$ cat config.mk
export PLATFORM = sky130hd
export DESIGN_NAME = mastermind_round_sched_flat
export DESIGN_NICKNAME = d
export VERILOG_FILES = /design/src/rtl/mastermind_round_sched_if.sv /design/src/rtl/mastermind_round_sched.sv /design/src/flat_wrapper.sv
export SDC_FILE = /design/constraint.sdc
export NUM_CORES = 1
export LEC_CHECK = 0
export ABC_AREA = 1
export CAP_MARGIN = 20
export CELL_PAD_IN_SITES_DETAIL_PLACEMENT = 1
export CELL_PAD_IN_SITES_GLOBAL_PLACEMENT = 1
export CORE_MARGIN = 2
export CORE_UTILIZATION = 47
export CTS_BUF_LIST = sky130_fd_sc_hd__clkbuf_2
export DETAILED_ROUTE_END_ITERATION = 10
export DONT_BUFFER_PORTS = 1
export GPL_ROUTABILITY_DRIVEN = 0
export GPL_TIMING_DRIVEN = 1
export PLACE_DENSITY_LB_ADDON = 0.1
export SLEW_MARGIN = 10
export SYNTH_ARGS = -nofsm -noshare
export SYNTH_HDL_FRONTEND = slang
export SYNTH_SLANG_ARGS = --single-unit
$ cat constraint.sdc
create_clock -name clk -period 3.5 [get_ports clk]
set_clock_uncertainty 0.05 [all_clocks]
set_input_delay 0.35 -clock clk [delete_from_list [all_inputs] [get_ports clk]]
set_output_delay 0.35 -clock clk [all_outputs]
set_load 0.05 [all_outputs]
$ cat src/rtl/mastermind_round_sched_if.sv
// Handshake and result bundle between the Mastermind top level and the round scheduler.
// The master side is the top level; the slave side is mastermind_round_sched.
interface mastermind_round_sched_if #(
  parameter int unsigned CNT_W = 4
);
  logic             start;
  logic             guess_done;
  logic [2:0]       red;
  logic [2:0]       white;
  logic             guess_en;
  logic             reset_score;
  logic             compare;
  logic [1:0]       compare_i;
  logic             score_valid;
  logic [2:0]       red_q;
  logic [2:0]       white_q;
  logic [CNT_W-1:0] round;
  logic             win;
  logic             lose;

  modport master (
    output start, guess_done, red, white,
    input  guess_en, reset_score, compare, compare_i, score_valid,
    input  red_q, white_q, round, win, lose
  );

  modport slave (
    input  start, guess_done, red, white,
    output guess_en, reset_score, compare, compare_i, score_valid,
    output red_q, white_q, round, win, lose
  );
endinterface

$ cat src/rtl/mastermind_round_sched.sv
// Mastermind round scheduler: clears and steps the peg scorer once per guess, latches the
// result, counts guesses and declares win/loss. Macro MM_GUESS_LIMIT_EN enables loss detection.
module mastermind_round_sched #(
  parameter int unsigned MAX_GUESSES = 8,
  parameter int unsigned CNT_W       = 4
) (
  input logic                      clk,
  input logic                      resetn,
  mastermind_round_sched_if.slave  sched_io
);

  localparam logic [3:0] StIdle   = 4'd0;
  localparam logic [3:0] StArmed  = 4'd1;
  localparam logic [3:0] StClr    = 4'd2;
  localparam logic [3:0] StCmp0   = 4'd3;
  localparam logic [3:0] StCmp1   = 4'd4;
  localparam logic [3:0] StCmp2   = 4'd5;
  localparam logic [3:0] StCmp3   = 4'd6;
  localparam logic [3:0] StSettle = 4'd7;
  localparam logic [3:0] StEval   = 4'd8;
  localparam logic [3:0] StWin    = 4'd9;
  localparam logic [3:0] StLose   = 4'd10;

  localparam logic [CNT_W-1:0] RoundMax   = '1;
  localparam logic [CNT_W-1:0] LimitRound = CNT_W'(MAX_GUESSES);

  logic [3:0]       state_q, state_d;
  logic [2:0]       red_lat_q, red_lat_d;
  logic [2:0]       white_lat_q, white_lat_d;
  logic [CNT_W-1:0] round_q, round_d;
  logic             limit_hit;

`ifdef MM_GUESS_LIMIT_EN
  assign limit_hit = (round_q == LimitRound);
`else
  // Unlimited guesses: the limit compare is kept but never allowed to end the game.
  assign limit_hit = 1'b0 & (round_q == LimitRound);
`endif

  always_comb begin
    state_d     = state_q;
    red_lat_d   = red_lat_q;
    white_lat_d = white_lat_q;
    round_d     = round_q;
    case (state_q)
      StIdle:   if (sched_io.start) state_d = StArmed;
      StArmed:  if (sched_io.guess_done) state_d = StClr;
      StClr:    state_d = StCmp0;
      StCmp0:   state_d = StCmp1;
      StCmp1:   state_d = StCmp2;
      StCmp2:   state_d = StCmp3;
      StCmp3:   state_d = StSettle;
      StSettle: begin
        // Scorer count is stable here; capture it on the way into EVAL.
        state_d     = StEval;
        red_lat_d   = sched_io.red;
        white_lat_d = sched_io.white;
        if (round_q != RoundMax) round_d = round_q + 1'b1;
      end
      StEval: begin
        if (red_lat_q == 3'd4) state_d = StWin;
        else if (limit_hit)    state_d = StLose;
        else                   state_d = StArmed;
      end
      StWin, StLose: begin
        if (sched_io.start) begin
          state_d     = StArmed;
          red_lat_d   = '0;
          white_lat_d = '0;
          round_d     = '0;
        end
      end
      default: state_d = StIdle;
    endcase
  end

  always_ff @(posedge clk) begin
    if (!resetn) begin
      state_q     <= StIdle;
      red_lat_q   <= '0;
      white_lat_q <= '0;
      round_q     <= '0;
    end else begin
      state_q     <= state_d;
      red_lat_q   <= red_lat_d;
      white_lat_q <= white_lat_d;
      round_q     <= round_d;
    end
  end

  always_comb begin
    sched_io.compare_i = 2'd0;
    case (state_q)
      StCmp1:  sched_io.compare_i = 2'd1;
      StCmp2:  sched_io.compare_i = 2'd2;
      StCmp3:  sched_io.compare_i = 2'd3;
      default: sched_io.compare_i = 2'd0;
    endcase
  end

  assign sched_io.guess_en    = (state_q == StArmed);
  assign sched_io.reset_score = (state_q == StClr);
  assign sched_io.compare     = (state_q == StCmp0) || (state_q == StCmp1) ||
                                (state_q == StCmp2) || (state_q == StCmp3);
  assign sched_io.score_valid = (state_q == StEval);
  assign sched_io.red_q       = red_lat_q;
  assign sched_io.white_q     = white_lat_q;
  assign sched_io.round       = round_q;
  assign sched_io.win         = (state_q == StWin);
`ifdef MM_GUESS_LIMIT_EN
  assign sched_io.lose        = (state_q == StLose);
`else
  assign sched_io.lose        = 1'b0;
`endif

endmodule
$ cat src/flat_wrapper.sv
// flat-port wrapper written by rule: the top's interface ports become plain ports
module mastermind_round_sched_flat 
#(
  parameter int unsigned MAX_GUESSES = 8,
  parameter int unsigned CNT_W       = 4
)
  (clk, resetn, sched_io_start, sched_io_guess_done, sched_io_red, sched_io_white, sched_io_guess_en, sched_io_reset_score, sched_io_compare, sched_io_compare_i, sched_io_score_valid, sched_io_red_q, sched_io_white_q, sched_io_round, sched_io_win, sched_io_lose);
  mastermind_round_sched_if #(.CNT_W(CNT_W)) sched_io_i ();
  input logic clk;
  input logic resetn;
  input wire logic [$bits(sched_io_i.start)-1:0] sched_io_start;
  input wire logic [$bits(sched_io_i.guess_done)-1:0] sched_io_guess_done;
  input wire logic [$bits(sched_io_i.red)-1:0] sched_io_red;
  input wire logic [$bits(sched_io_i.white)-1:0] sched_io_white;
  output wire logic [$bits(sched_io_i.guess_en)-1:0] sched_io_guess_en;
  output wire logic [$bits(sched_io_i.reset_score)-1:0] sched_io_reset_score;
  output wire logic [$bits(sched_io_i.compare)-1:0] sched_io_compare;
  output wire logic [$bits(sched_io_i.compare_i)-1:0] sched_io_compare_i;
  output wire logic [$bits(sched_io_i.score_valid)-1:0] sched_io_score_valid;
  output wire logic [$bits(sched_io_i.red_q)-1:0] sched_io_red_q;
  output wire logic [$bits(sched_io_i.white_q)-1:0] sched_io_white_q;
  output wire logic [$bits(sched_io_i.round)-1:0] sched_io_round;
  output wire logic [$bits(sched_io_i.win)-1:0] sched_io_win;
  output wire logic [$bits(sched_io_i.lose)-1:0] sched_io_lose;
  assign sched_io_i.start = sched_io_start;
  assign sched_io_i.guess_done = sched_io_guess_done;
  assign sched_io_i.red = sched_io_red;
  assign sched_io_i.white = sched_io_white;
  assign sched_io_guess_en = sched_io_i.guess_en;
  assign sched_io_reset_score = sched_io_i.reset_score;
  assign sched_io_compare = sched_io_i.compare;
  assign sched_io_compare_i = sched_io_i.compare_i;
  assign sched_io_score_valid = sched_io_i.score_valid;
  assign sched_io_red_q = sched_io_i.red_q;
  assign sched_io_white_q = sched_io_i.white_q;
  assign sched_io_round = sched_io_i.round;
  assign sched_io_win = sched_io_i.win;
  assign sched_io_lose = sched_io_i.lose;
  mastermind_round_sched #(.MAX_GUESSES(MAX_GUESSES), .CNT_W(CNT_W)) u_core (.clk(clk), .resetn(resetn), .sched_io(sched_io_i));
endmodule
# Word level (Yosys, flattened, before mapping)
# Index checks and enable logic that the tools add are counted.
# classes
add_sub_neg	1
n_eq_ne	16
mux	11
n_reduce_logical	10
# ops
op	count
one-hot mux 4 bit (9 select lines)	1
2-to-1 mux 4 bit	5
== test 4 x 3 -> 1 bit, second input constant	4
== test 4 bit, second input constant	3
one-hot mux 3 bit (2 select lines)	2
== test 4 x 2 -> 1 bit, second input constant	2
one-hot mux 4 bit (2 select lines)	1
one-hot mux 2 bit (3 select lines)	1
adder 4 x 1 -> 4 bit, second input constant	1
== test 4 x 1 -> 1 bit, second input constant	1
zero test 4 bit	1
inequality test 2 x 1 -> 1 bit, second input constant	2
inequality test 2 bit, second input constant	2
inequality test 4 bit, second input constant	1
AND reduction 2 bit	2
== test 3 bit, second input constant	1
logical OR 1 bit	3
2-to-1 mux 3 bit	1
AND reduction 3 bit	1
OR reduction 3 bit	1
nonzero test 2 bit	1
OR reduction 2 bit	1
# totals
regBits	14
inputBits	10
output_inout_bits	18
elab_cells	42

# Logic depth before layout (Yosys ltp)
# Gate-level depths: netlist of run 1.
# depth
word_depth	4
depth_mapped	10
mapped_depth_nobuf	10

# Worst setup path after synthesis of run 1
# No wires, ideal clock.
# synth_path
path_type	flip-flop to output port
startpoint	register u_core.state_q[2]
endpoint	output sched_io_reset_score
t_arrival_ps	1568
t_required_ps	3100
slack_ps	1532
stages_incl_launch_ff	4
path_buffers	0
cell_sequence	dfxtp_1 > nor2_1 > inv_1 > nor3_1
# synth_via
elab_chain_cells	1
# synth_lines
element	line	text
start: declaration	mastermind_round_sched.sv:27	logic [3:0] state_q, state_d;
start signal: assignment	mastermind_round_sched.sv:79	state_q <= StIdle;
start signal: assignment	mastermind_round_sched.sv:84	state_q <= state_d;
== test 4 x 2 -> 1 bit	mastermind_round_sched.sv:102	assign sched_io.reset_score = (state_q == StClr);
end: declaration	flat_wrapper.sv:16	output wire logic [$bits(sched_io_i.reset_score)-1:0] sched_io_reset_score;
# No other way between the ends.

# Worst setup path after layout of run 1
# layout_path
startpoint	register u_core.state_q[3]
endpoint	output sched_io_score_valid
# layout_via
elab_chain_cells	1
# layout_lines
element	line	text
== test 4 bit	mastermind_round_sched.sv:105	assign sched_io.score_valid = (state_q == StEval);
end: declaration	flat_wrapper.sv:19	output wire logic [$bits(sched_io_i.score_valid)-1:0] sched_io_score_valid;
# No other way between the ends.

==> metrics, run 1 <==
relative area change from synthesis to final layout=4.430%; minimum clock period=2.261 ns; cell family with most CP delay=simple AND/OR/NAND/NOR gates; Largest stage delay, worst path=approximately 0.75 ns; sum of met2 wire segment lengths after detailed routing=just under 1000 um; cts repair resizes=0; maximum number of pins on one net before global-route repair=13; Core Footprint=1541 um2; count of buffer and inverter cells on the critical path=2; Worst Reg2Reg Path Length in Cells=6; peak ir drop on the vdd network=0.0002641 V; TritonCTS Sinks=14; Vias=720; Post-DP HPWL=1473 um; Hold Slack=0.1339 ns; Critical Path Slowest Stage Cell=sky130_fd_sc_hd__nor2_1; detailed-router iteration count before antenna repair=4; starting density of the core=51.30%; number of cells after detailed placement=131; critical path required time=between 3 and 4 ns; portion of the clock cycle consumed by the worst path in the final layout=between 60 and 70%; worst-path fanout max=4; unrepaired setup endpoints after global routing=no; total count of hold-check failures in the final report=0; clock latency on the worst-skew pair=0.29 ns; Seq cells post-synth=14; number of synthesized flops with an enable pin=0; number of buffers on the longest clock path=2; Cell Area, Placed=between 800 and 900 um2; Critical Path Source Type=flop; stages on the worst setup path=4; worst setup path endpoint=sched_io_score_valid; average wire per standard cell=13.58 um; # H-tree levels=1; number of antenna-violating nets in the routed design=0; number of placed I/O pins=28; area of all placed cells without fillers=825.8 um2; full die area=2026 um2; R2R setup slack=roughly 1.5 ns; leading cell type in the layout, fill and taps excluded=sky130_fd_sc_hd__nand2_1; status=finished, final reports clean; CTS clock-pin slew for the worst setup and hold paths=0.14 ns; width of the die=roughly 45 um; Setup-failing EPs final=0; total power per unit cell area=about 500 nW/um2; Synth Flop Type=sky130_fd_sc_hd__dfxtp_1; leakage power of the design=between 0.4 and 0.5 nW; mean post-synth cell area=approximately 7 um2; highest routed layer=met4; gate count of the mapped netlist=around 120; R2R Path Start=u_core.state_q[3]; Total Routing Usage GR=21.23%; portion of the post-synthesis area used by sequential elements=35.44%; Hold-fix buffers, CTS=0; Routed WL=1833 um; arrival time at the worst endpoint=1.86 ns; fraction of registers with async set/reset=0%; crit end category=primary output; routed wl met3=116 um; clock tree root driver cell=sky130_fd_sc_hd__clkbuf_2; worst-path cell chain=inv_1 > nor2_1 > inv_1 > nor2_1; Netlist Area Pre-Place=roughly 790 um2; worst slew pin tran=0.9640 ns; number of vias per cell after detailed routing=5.333; initial DRC count=13; final-report max-slew violation count=0; number of antenna violations at the first check in global routing=0; Sum Neg Setup Slack=0 ns; fraction of final layout cells with drive strength greater than 1=approximately an eighth; number of nets produced by synthesis=127; number of warning messages in the yosys log=0; distinct cell type count of the synthesized netlist=22; worst setup path startpoint=u_core.state_q[3]; Final nets=131; Antenna Diode Count=0; endpoint of the worst-slack reg-to-reg timing path=u_core.state_q[3]; top achievable clock speed=0.4422 GHz; met1 wire length=between 700 and 800 um; Buffers on Ports=0; die extent in y=45.02 um; total setup buffers inserted after CTS=0; Max transition margin=35.49%; leading cell types in the layout, fill and taps excluded=sky130_fd_sc_hd__nand2_1 (36), sky130_fd_sc_hd__inv_1 (15), sky130_fd_sc_hd__dfxtp_1 (14); number of buffers added by the clock tree synthesis step=3; count of max-cap constraint violations=0; class of the most critical setup path=flop to primary output; TritonCTS clock tree=yes; post-detailed-route DRC marker count=0; GRT Residual Overflow=0; number of global-route vias before repair=706; kind of path behind the tightest hold check=primary input to flop; Rows=14; global-route wire length before repair=3118 um; post-layout instance count excluding filler cells=about 140
-- synth_stat cells (2+ instances only) --
master | count | area (um2)
sky130_fd_sc_hd__a21oi_1 | 8 | 40.04
sky130_fd_sc_hd__a21oi_2 | 3 | 26.28
sky130_fd_sc_hd__dfxtp_1 | 14 | 280.3
sky130_fd_sc_hd__inv_1 | 15 | 56.30
sky130_fd_sc_hd__inv_2 | 2 | 7.510
sky130_fd_sc_hd__nand2_1 | 36 | 135.1
sky130_fd_sc_hd__nand2_4 | 3 | 33.78
sky130_fd_sc_hd__nand3_1 | 8 | 40.04
sky130_fd_sc_hd__nand4_1 | 2 | 12.51
sky130_fd_sc_hd__nor2_1 | 13 | 48.80
-- worst min path at each step --
stage,from,endpoint,slack (ns),depth (start not counted)
after global placement,sched_io_red[0],u_core.sched_io.red_q[0],0.45,2
after CTS,sched_io_white[1],u_core.sched_io.white_q[1],0.13,2
final,sched_io_white[1],u_core.sched_io.white_q[1],0.13,2
after detailed placement,sched_io_white[1],u_core.sched_io.white_q[1],0.45,2
after global routing,sched_io_white[1],u_core.sched_io.white_q[1],0.11,2
after floorplan,u_core.state_q[1],u_core.state_q[1],0.44,2
-- layer usage --
layer  global-route usage [%]  up-vias
li1                         -      366
met1                    24.44      327
met2                    36.86       23
met3                    8.000        4
met4                    5.294        0
met5                        0        -
-- cell families after synthesis --
| logic type | Yosys count | share of synthesized area [%] |
|---|---|---|
| AO/OA/AOI/OAI | 13 | 10.13 |
| other | 1 | 0.4742 |
| XOR/XNOR | 1 | 1.108 |
| adder cells (fa/ha/maj) | 1 | 1.582 |
| buffers and inverters | 19 | 9.493 |
| AND/OR/NAND/NOR | 67 | 41.77 |
| flip-flops | 14 | 35.44 |
-- metrics by stage --
step	power, mW	utilization, %	worst slack, ns
after floorplan	0.3070	-	1.532
after global placement	0.3280	52.35	1.518
after detailed placement	0.3324	52.35	1.489
after CTS	0.4117	53.57	1.239
after global routing	0.4373	53.57	1.096
final	0.4088	53.57	1.239
-- cell type report --
| type | count | area, um2 |
|---|---|---|
| Fill cell | 213 | 715.7 |
| Multi-Input combinational cell | 83 | 435.4 |
| Clock buffer | 3 | 15.01 |
| Inverter | 17 | 63.81 |
| Tap cell | 16 | 20.02 |
| Clock inverter | 1 | 3.754 |
| Timing Repair Buffer | 1 | 7.507 |
| Sequential cell | 14 | 280.3 |
-- sequential cells by signal, summed over array words and instances, names as in the netlist --
register / cells
u_core.state_q: 4
u_core.sched_io.white_q: 3
u_core.sched_io.red_q: 3
u_core.sched_io.round: 4
-- power by group --
part / total [mW] / internal (mW) / switching [mW]
Sequential: 0.184 / 0.169 / 0.0153
Combinational: 0.144 / 0.0316 / 0.112
Clock: 0.0808 / 0.0248 / 0.0560
(Power assumes the default switching activity.)
==> inputs of run 2 (changes only) <==
Settings changed: CORE_UTILIZATION 47 to 39.
Clock period 3.5 ns to 1.9 ns, I/O delays scaled along.
==> metrics, run 2 (same netlist as run 1, synthesis figures left out) <==
worst-path fanout max=4; R2R Path Start=u_core.state_q[0]; Buffers on Ports=0; unrepaired setup endpoints after global routing=no; Core Footprint=1942 um2; Sum Neg Setup Slack=0 ns; top achievable clock speed=0.6047 GHz; clock tree root driver cell=sky130_fd_sc_hd__clkbuf_2; crit end category=primary output; Post-DP HPWL=1512 um; number of antenna violations at the first check in global routing=0; detailed-router iteration count before antenna repair=4; TritonCTS Sinks=14; clock latency on the worst-skew pair=0.27 ns; CTS clock-pin slew for the worst setup and hold paths=between 0.1 and 0.15 ns; startpoint of the worst hold path=sched_io_red[2]; worst-path cell chain=inv_1 > nor2_1 > inv_1 > nor2_1 > buf_4; die extent in y=49.03 um; number of placed I/O pins=28; leading cell types in the layout, fill and taps excluded=sky130_fd_sc_hd__nand2_1 (36), sky130_fd_sc_hd__inv_1 (15), sky130_fd_sc_hd__dfxtp_1 (14); cts repair resizes=0; Min-Delay Endpoint=u_core.sched_io.red_q[2]; Gate power share=37.7%; number of global-route vias before repair=between 700 and 800; arrival time at the worst endpoint=~1.4 ns; final-report max-slew violation count=0; global-route wire length before repair=between 3000 and 4000 um; total count of hold-check failures in the final report=0; Total Routing Usage GR=18.57%; Largest stage delay, worst path=0.37 ns; Vias=783; R2R setup slack=0.46 ns; initial DRC count=3; Rows=16; Max transition margin=approximately 64%; peak ir drop on the vdd network=0.0003782 V; average wire per standard cell=12.38 um; total power per unit cell area=789.2 nW/um2; switching power total=~0.33 mW; count of max-cap constraint violations=0; width of the die=49.03 um; portion of the clock cycle consumed by the worst path in the final layout=between 80 and 90%; number of vias per cell after detailed routing=between 4 and 5; Setup-failing EPs final=0; minimum clock period=1.654 ns; class of the most critical setup path=flop to primary output; Routed WL=2005 um; number of buffers on the longest clock path=2; Critical Path Slowest Stage Cell=sky130_fd_sc_hd__dfxtp_1; Antenna Diode Count=0; worst slew pin tran=0.5426 ns; Worst Reg2Reg Path Length in Cells=7; maximum number of pins on one net before global-route repair=13; sum of internal, switching and leakage power=0.7672 mW; number of antenna-violating nets in the routed design=0; leading cell type in the layout, fill and taps excluded=sky130_fd_sc_hd__nand2_1; # H-tree levels=1; count of cells along the worst hold path=2; number of buffers added by the clock tree synthesis step=3; Hold Slack=0.01977 ns; full die area=between 2000 and 2500 um2; endpoint of the worst-slack reg-to-reg timing path=u_core.sched_io.white_q[0]; TritonCTS clock tree=yes; GRT Residual Overflow=0; proportion of power drawn by the clock network=between 10% and 20%; status=finished, final reports clean; post-detailed-route DRC marker count=0; Hold-fix buffers, CTS=5; Cell Int Power=around 0.44 mW; relative area change from synthesis to final layout=22.94%; sequential fraction of design power=43.7%; critical path required time=1.66 ns; Final nets=about 150; fraction of final layout cells with drive strength greater than 1=19.26%; kind of path behind the tightest hold check=primary input to flop; starting density of the core=40.72%; leakage power of the design=0.4943 nW; Sw Ratio=43.05%; Critical Path Source Type=flop; total setup buffers inserted after CTS=0
run 2: changes by cell type in the layout (fill, tap and decap cells not counted), sizes merged:
| cell | change |
|---|---|
| buf | +11 |
| dlygate4sd3 | +5 |
run 2: per-stage QoR:
stage | setup slack (ns) | area, um2 | cells | utilization [%]
finish | 0.2464 | 972.2 | 162 | 50.06
global route | 0.1021 | 972.2 | 162 | 50.06
CTS | 0.2209 | 972.2 | 162 | 50.06
detailed placement | 0.4657 | 903.4 | 153 | 46.52
global placement | 0.5022 | 903.4 | 153 | 46.52
floorplan | 0.08438 | 790.8 | 116 | -
run 2: final cells by class:
cell class / instances / area [um2]
tap: 27 / 33.78
timing repair buffer: 17 / 140.1
inverter: 17 / 63.81
clock inverter: 1 / 3.754
sequential: 14 / 280.3
multi-input combinational: 83 / 435.4
fill: 278 / 969.7
clock buffer: 3 / 15.01
run 2: worst max-delay path, delay by kind of cell, from the launching register on:
family                 cells  cell delay, ns
buffers and inverters      3            0.41
DFF                        1            0.37
and+or+nand+nor            2            0.35
run 2: power groups by stage:
stage                     registers (mW)  clock network (mW)  logic [mW]
after floorplan                    0.341                   0       0.224
after global placement             0.342                   0       0.280
after detailed placement           0.343                   0       0.284
after CTS                          0.336               0.151       0.293
after global routing               0.338               0.161       0.323
final                              0.335               0.142       0.289
run 2: worst max-delay path by stage:
stage	from	slack, ns	to	cells after the start
2_1_floorplan	u_core.state_q[0]	0.08	u_core.state_q[0]	7
3_3_place_gp	u_core.state_q[0]	0.50	u_core.sched_io.white_q[1]	7
3_5_place_dp	u_core.state_q[0]	0.47	u_core.sched_io.red_q[2]	7
4_1_cts	u_core.state_q[3]	0.22	sched_io_score_valid	5
5_1_grt	u_core.state_q[3]	0.10	sched_io_score_valid	5
6_report	u_core.state_q[3]	0.25	sched_io_score_valid	5
run 2: per-layer routing:
layer / vias to the layer above / global-route usage (%) / wire, um
li1: 401 / - / -
met1: 365 / 22.35 / 853
met2: 15 / 33.79 / 1079
met5: - / 0 / 0
met3: 2 / 1.840 / 59
met4: 0 / 7.143 / 13
